<file path="src/rtl/sc_io_regs.sv">
// Memory-mapped board I/O registers: HEX/LEDR outputs, synchronised and debounced KEY/SW inputs, sticky KEY press flags.
// Optional KEYMASK register and irq output are enabled by defining SC_IO_KEY_IRQ_EN.
module sc_io_regs #(
    parameter int               DBITS           = 32,
    parameter int               ABITS           = 32,
    parameter logic [ABITS-1:0] IO_BASE         = 32'hF0000000,
    parameter int               DEBOUNCE_CYCLES = 100000
) (
    input  logic             clk,
    input  logic             reset,
    input  logic [ABITS-1:0] addr,
    input  logic             we,
    input  logic [DBITS-1:0] wdata,
    input  logic             re,
    output logic [DBITS-1:0] rdata,
    output logic             rvalid,
    input  logic [3:0]       key_raw,
    input  logic [9:0]       sw_raw,
    output logic [15:0]      hex_out,
    output logic [9:0]       ledr_out,
    output logic [3:0]       key_db,
    output logic [9:0]       sw_db
`ifdef SC_IO_KEY_IRQ_EN
    ,
    output logic             irq
`endif
);

    localparam int              CW       = $clog2(DEBOUNCE_CYCLES + 1);
    localparam logic [CW-1:0]   CNT_LAST = CW'(DEBOUNCE_CYCLES - 1);
    localparam logic [13:0]     IN_RST   = {10'h000, 4'hF};
    localparam logic [ABITS-3:0] W_HEX     = (ABITS-2)'(0);
    localparam logic [ABITS-3:0] W_LEDR    = (ABITS-2)'(1);
    localparam logic [ABITS-3:0] W_KEYDATA = (ABITS-2)'(4);
    localparam logic [ABITS-3:0] W_KEYEDGE = (ABITS-2)'(5);
    localparam logic [ABITS-3:0] W_KEYMASK = (ABITS-2)'(6);
    localparam logic [ABITS-3:0] W_SWDATA  = (ABITS-2)'(8);

    logic [ABITS-1:0] off;
    logic [ABITS-3:0] widx;
    logic [15:0]      hex_q, hex_d;
    logic [9:0]       ledr_q, ledr_d;
    logic [3:0]       edge_q, edge_d, key_press, edge_clr;
    logic [3:0]       mask_q, mask_d;
    logic [DBITS-1:0] rdata_q, rdata_d;
    logic             rvalid_q;
    logic [13:0]      raw_in, sync1_q, sync2_q, db_q, db_d;
    logic [CW-1:0]    cnt_q [14];
    logic [CW-1:0]    cnt_d [14];
    logic             unused_bits;

    assign off         = addr - IO_BASE;
    assign widx        = off[ABITS-1:2];
    assign raw_in      = {sw_raw, key_raw};
    assign unused_bits = ^{off[1:0], wdata[DBITS-1:16]};

    // Debounce: a bit flips only after DEBOUNCE_CYCLES consecutive disagreeing synchronised samples.
    always_comb begin
        db_d = db_q;
        for (int i = 0; i < 14; i++) begin
            cnt_d[i] = '0;
            if (sync2_q[i] != db_q[i]) begin
                if (cnt_q[i] == CNT_LAST) db_d[i] = sync2_q[i];
                else                      cnt_d[i] = cnt_q[i] + CW'(1);
            end
        end
    end

    // A press landing on the same edge as its W1C wins, because the set is OR-ed in last.
    always_comb begin
        key_press = db_q[3:0] & ~db_d[3:0];
        edge_clr  = (we && widx == W_KEYEDGE) ? wdata[3:0] : 4'h0;
        edge_d    = (edge_q & ~edge_clr) | key_press;
        hex_d     = (we && widx == W_HEX)  ? wdata[15:0] : hex_q;
        ledr_d    = (we && widx == W_LEDR) ? wdata[9:0]  : ledr_q;
`ifdef SC_IO_KEY_IRQ_EN
        mask_d    = (we && widx == W_KEYMASK) ? wdata[3:0] : mask_q;
`else
        mask_d    = 4'h0;
`endif
    end

    // Read mux sees pre-write register values, so a simultaneous write is not visible yet.
    always_comb begin
        rdata_d = '0;
        case (widx)
            W_HEX:     rdata_d[15:0] = hex_q;
            W_LEDR:    rdata_d[9:0]  = ledr_q;
            W_KEYDATA: rdata_d[3:0]  = ~db_q[3:0];
            W_KEYEDGE: rdata_d[3:0]  = edge_q;
            W_KEYMASK: rdata_d[3:0]  = mask_q;
            W_SWDATA:  rdata_d[9:0]  = db_q[13:4];
            default:   rdata_d       = '0;
        endcase
    end

    always_ff @(posedge clk) begin
        if (reset) begin
            hex_q    <= '0;
            ledr_q   <= '0;
            edge_q   <= '0;
            mask_q   <= '0;
            rdata_q  <= '0;
            rvalid_q <= 1'b0;
            sync1_q  <= IN_RST;
            sync2_q  <= IN_RST;
            db_q     <= IN_RST;
            for (int i = 0; i < 14; i++) cnt_q[i] <= '0;
        end else begin
            hex_q    <= hex_d;
            ledr_q   <= ledr_d;
            edge_q   <= edge_d;
            mask_q   <= mask_d;
            if (re) rdata_q <= rdata_d;
            rvalid_q <= re;
            sync1_q  <= raw_in;
            sync2_q  <= sync1_q;
            db_q     <= db_d;
            for (int i = 0; i < 14; i++) cnt_q[i] <= cnt_d[i];
        end
    end

`ifdef SC_IO_KEY_IRQ_EN
    logic irq_q;
    always_ff @(posedge clk) begin
        if (reset) irq_q <= 1'b0;
        else       irq_q <= |(edge_q & mask_q);
    end
    assign irq = irq_q;
`endif

    assign hex_out  = hex_q;
    assign ledr_out = ledr_q;
    assign key_db   = db_q[3:0];
    assign sw_db    = db_q[13:4];
    assign rdata    = rdata_q;
    assign rvalid   = rvalid_q;

endmodule

</file>
<file path="config.mk">
export PLATFORM = sky130hd
export DESIGN_NAME = sc_io_regs
export DESIGN_NICKNAME = d
export VERILOG_FILES = /design/src/rtl/sc_io_regs.sv
export SDC_FILE = /design/constraint.sdc
export NUM_CORES = 1
export LEC_CHECK = 0
export ABC_CLOCK_PERIOD_IN_PS = 2400
export CORE_UTILIZATION = 55
export DETAILED_ROUTE_END_ITERATION = 8
export DONT_BUFFER_PORTS = 1
export HOLD_SLACK_MARGIN = 0.08
export PLACE_DENSITY = 0.77
export SLEW_MARGIN = 20
export SYNTH_ARGS = -nofsm -noshare
export SYNTH_HDL_FRONTEND = slang
export SYNTH_SLANG_ARGS = --single-unit
</file>
<file path="constraint.sdc">
create_clock -name clk -period 2.4 [get_ports clk]
set_input_delay 0.24 -clock clk [delete_from_list [all_inputs] [get_ports clk]]
set_output_delay 0.24 -clock clk [all_outputs]
set_load 0.03 [all_outputs]
</file>
# Yosys cells after proc, flatten, opt, wreduce, memory -nomap -nowiden
# Memories as Yosys holds them, arrays and structs flattened.
# Cells that the tools add are included.
# word_totals
regBits	89
mem_bits_rw	238
inputBits	82
out_inout_bits	73
wordCells	157
memories	1
# classes
add_sub_neg	15
n_eq_ne	32
mux	57
n_bitwise	20
reduce_logical	14
# mem_list
memory	words	word_bits	read_ports	rd_ports_with_merged_regs	write_ports	line_no	text
cnt_q	14	17	14	0	14	48	logic [CW-1:0] cnt_q [14];
# ops
operator	n
$mux 17	42
$add 17x1->17 const B	14
$eq 17x17->1 const B	14
$eq 30x3->1 const B	2
$sub 32x32->32 const B	1
$eq 30x1->1 const B	1
$eq 30x4->1 const B	1
$logic_not 30->1	1
$pmux 4 s5	1
$reduce_and 2->1	10
$pmux 6 s3	1
$ne 1x1->1	14
$or 1x1->1	14
$not 4->4	3
$mux 1	11
$and 4x4->4	2
$mux 6	1
$mux 4	1
$or 4x4->4	1
$logic_and 1x1->1	3

# Logic depth before layout (Yosys ltp)
# depth
ltp_word	7
ltp_mapped	8
mapped_depth_nobuf	6

# Worst setup path before layout
# Ideal clock, no wire load.
# synth_timing
path_kind	register -> register
start	mem cnt_q[0][17] in the netlist's numbering
end	mem cnt_q[0][28] in the netlist's numbering
setup_time_ns	0.065
arrival_ns	1.801
required_ns	2.335
setup_slack_ns	0.535
path_stages_with_launch	9
path_buffers	2
synth_period_minus_slack_ns	1.865
path_cell_list	dfxtp_1 -> ha_1 -> and4_1 -> nand2_1 -> and4b_1 -> or3_1 -> clkbuf_1 -> buf_2 -> nor2_1
# synth_lines
item	line_no
start: declaration	48

# Worst setup path after layout
# layout_timing
start	in addr[7]
end	reg hex_q[8] (netlist: hex_out[8])
# layout_via
elab_chain_cells	3
# layout_rtl
item	line_no	text
start: declaration	11	input logic [ABITS-1:0] addr,
$sub 32x32->32	52	assign off = addr - IO_BASE;
$logic_not 30->1	74	hex_d = (we && widx == W_HEX) ? wdata[15:0] : hex_q;
$logic_and 1x1->1	74	
end signal: assignment	99	hex_q <= '0;
end signal: assignment	110	hex_q <= hex_d;
end: declaration	41	logic [15:0] hex_q, hex_d;
# No other way between the ends.
# A chain may end at the register's enable or synchronous reset.

==> impl_metrics.yaml <==
clock_network:
  root_buffer: "clkbuf_16"
  cts.repair.resized: 0
  ctsHtreeMaxLevel: 2
  cts_sinks: 327
  cts_max_path_buffers: 3
  clk_pin_slew_ns: 0.06
  clock_latency_ns: 0.50
  cts_buffers: 36
  cts_tree: "yes"
flow_run:
  maxCapViolCount: 0
drt:
  vias_per_cell: 5.359
  ant_nets: 0
  totalWireLength_um: 29370
  drc: 0
  drt_iter0_drc: 590
  routedWlPerCell_um: 14.92
  vias: 10550
  drt-pass1-iter-count: 5
final_layout:
  nNetsFinal: 1708
  synthToLayoutAreaGrowth_pct: 13.43
  fin_cells: 1968
  drive_above_1_share_pct: 7.575
power:
  p_leak_nw: 5.252
  ir_drop_v: 0.0006829
  power_density_nw_per_um2: 711.6
worst_setup_path:
  crit_arrival_ns: 2.56
  path_cells: "nor4_2 > nand2b_1 > buf_4 > nor4_4 > buf_4 > nand2_1 > a21oi_2 > dlygate4sd3_1"
  crit_buf_inv: 3
  rr_startpoint: "cnt_q[1][51]"
  regToRegSetupSlack_ns: 0.39
  path_max_fanout: 16
  cp-end-kind: "register"
  critPathMaxStageDelay_ns: 0.55
  worstSetupPathType: "in -> reg"
  worst_setup_path_start_kind: "input port"
  r2r_cells: 6
  crit_top_cell: "buf_4"
  critical-path-top-delay-family: "simple AND/OR/NAND/NOR gates"
  slowest_stage: "dlygate4sd3_1"
  required_ns: 2.84
  r2r_end: "cnt_q[1][61]"
yosys:
  synth_most_common_cell: "dfxtp_1"
  synthArstFlopShare_pct: 0
  synth_top_cell_by_area: "dfxtp_1"
  synth-edff-count: 0
  synth_seq_cells: 327
  synth_area_um2: 14000
  synth_cell_types: 57
  synth_top_area_share_pct: 46.76
  synth.avg_cell_area_um2: 8.963
  synth.area.top_cells: "dfxtp_1 47%, nor2_1 8.7%, xor2_1 7.3%, xnor2_1 6.7%, nand2_1 3.2%"
  synth_top_flop_cell: "dfxtp_1"
  ys_seq_area_share_pct: 46.76
  synth_commonest_cells: "327 x dfxtp_1, 324 x nor2_1, 120 x nand2_1"
  yosysWarningCount: 0
  syn_inst: 1562
timing:
  hold_slack_ns: 0.1021
  period_minus_slack_ns: 2.121
  slew_headroom_pct: 57.98
  finalSetupViolCount: 0
  worstMarginPinSlew_ns: 0.6246
  period_share_pct: 88.38
  hold_violations: 0
  timing.setup.tns_ns: 0
  finClkSkew_ns: 0.01225
  slew_viol_final: 0
  rsz0062_at_grt: "false"
  fmax_ghz: 0.4714
hold_path:
  hp-start: "reset"
  min_delay_path_depth: 3
  holdPathEnd: "cnt_q[0][61]"
  hold_path_class: "in -> reg"
global_routing:
  grt_pass1_wl_um: 47720
  grt_max_degree: 84
  antenna_found_initial: 1
  grt_pass1_vias: 9819
  grt_use_total_pct: 22.40
  grt_overflow: 0
die:
  die_x_um: 161.5
  die-area_um2: 26100
  die_h_um: 161.5
  rows: 58
  ios: 155
  core_um2: 25110
  start_util_pct: 55.76
run_status:
  status: "finished clean"
placed_design:
  dp_cells: 1861
  gp_congestion: 0.8501
  hpwl_um: 19080
  portBuffers: 0
[kinds of logic (layout without fill, tap and decap cells)]
kind of cell | after synthesis | in the layout | synth area share [%]
AOI/OAI and AO/OA | 57 | 57 | 2.797
xor gates and xnor gates | 224 | 224 | 14.01
adders and majority gates | 14 | 14 | 1.251
buffers and inverters | 91 | 151 | 3.521
DFF | 327 | 327 | 46.76
muxes | 31 | 31 | 2.252
other | 1 | 17 | 0.02679
and+or+nand+nor | 817 | 817 | 29.38
[worst max path at each step]
stage,cells after the start,slack [ns],to,startpoint
2_1_floorplan,8,0.53,cnt_q[0][28],cnt_q[0][17]
3_3_place_gp,5,0.37,hex_out[4],addr[22]
3_5_place_dp,5,0.35,hex_out[15],addr[22]
4_1_cts,6,0.33,hex_out[8],addr[22]
5_1_grt,8,0.17,hex_out[8],addr[7]
6_report,8,0.28,hex_out[8],addr[7]
[cells in the final DEF (no fill, tap or decap), drive strengths merged, types with 5 or more instances in the layout]
cell type,instances
a21oi,26
a22o,6
and2,5
and3,37
and4,18
buf,19
bufinv,5
clkbuf,52
clkinv,5
conb,16
dfxtp,327
dlygate4sd3,42
ha,14
inv,27
mux2i,27
nand2,130
nand3,82
nand3b,7
nand4,55
nor2,324
nor2b,35
nor3,36
nor3b,5
nor4,21
nor4b,9
o21ai,11
or2,11
or3,17
or4,11
xnor2,107
xor2,117
[layout make-up]
cell class / instances / area, µm²
Antenna cell: 1 / 2.502
Clock buffer: 52 / 1022
Clock inverter: 11 / 182.7
Fill cell: 2018 / 9229
Inverter: 27 / 101.3
Multi-Input combinational cell: 1159 / 7029
Sequential cell: 327 / 6546
Tap cell: 330 / 412.9
Timing Repair Buffer: 61 / 583.1
[flip-flops by register name (all words and copies together) (netlist names)]
signal and count:
cnt_q 238, hex_out 16, rdata 16, db_q 14
sync1_q 14, sync2_q 14, ledr_out 10, edge_q 4
rvalid 1
[worst register-to-register path, delay by kind of cell, from the launching register on]
| kind | cells | cell delay (ns) |
|---|---|---|
| fa+ha+maj | 1 | 0.23 |
| flops | 1 | 0.36 |
| simple gates | 5 | 1.30 |
[power by group]
group | internal [mW] | switching (mW)
Sequential | 5.46 | 0.0187
Clock | 3.49 | 2.09
Combinational | 0.0948 | 0.146
[timing repair]
item | in CTS | in global routing
setup buffers | 0 | 0
hold endpoints to repair | 93 | 0
hold buffers | 43 | 0
[metrics by stage]
| stage | instance area, µm² | util, % | setup WS [ns] | power (mW) |
|---|---|---|---|---|
| 2_1_floorplan | 14060 | - | 0.5348 | 5.766 |
| 3_3_place_gp | 14220 | 56.65 | 0.3718 | 5.734 |
| 3_5_place_dp | 14220 | 56.65 | 0.3475 | 5.738 |
| 4_1_cts | 15880 | 63.24 | 0.3269 | 11.41 |
| 5_1_grt | 15880 | 63.25 | 0.1685 | 11.68 |
| 6_report | 15880 | 63.25 | 0.2789 | 11.30 |
[routing by layer]
layer	global-route usage, %	up-vias	share of wire (%)
met5	0	-	0
met2	37.64	223	47
met1	28.15	4937	44
li1	-	5323	-
met3	4.854	64	6.0
met4	8.276	0	3.0
No activity file was read; power rests on OpenSTA's default activity.
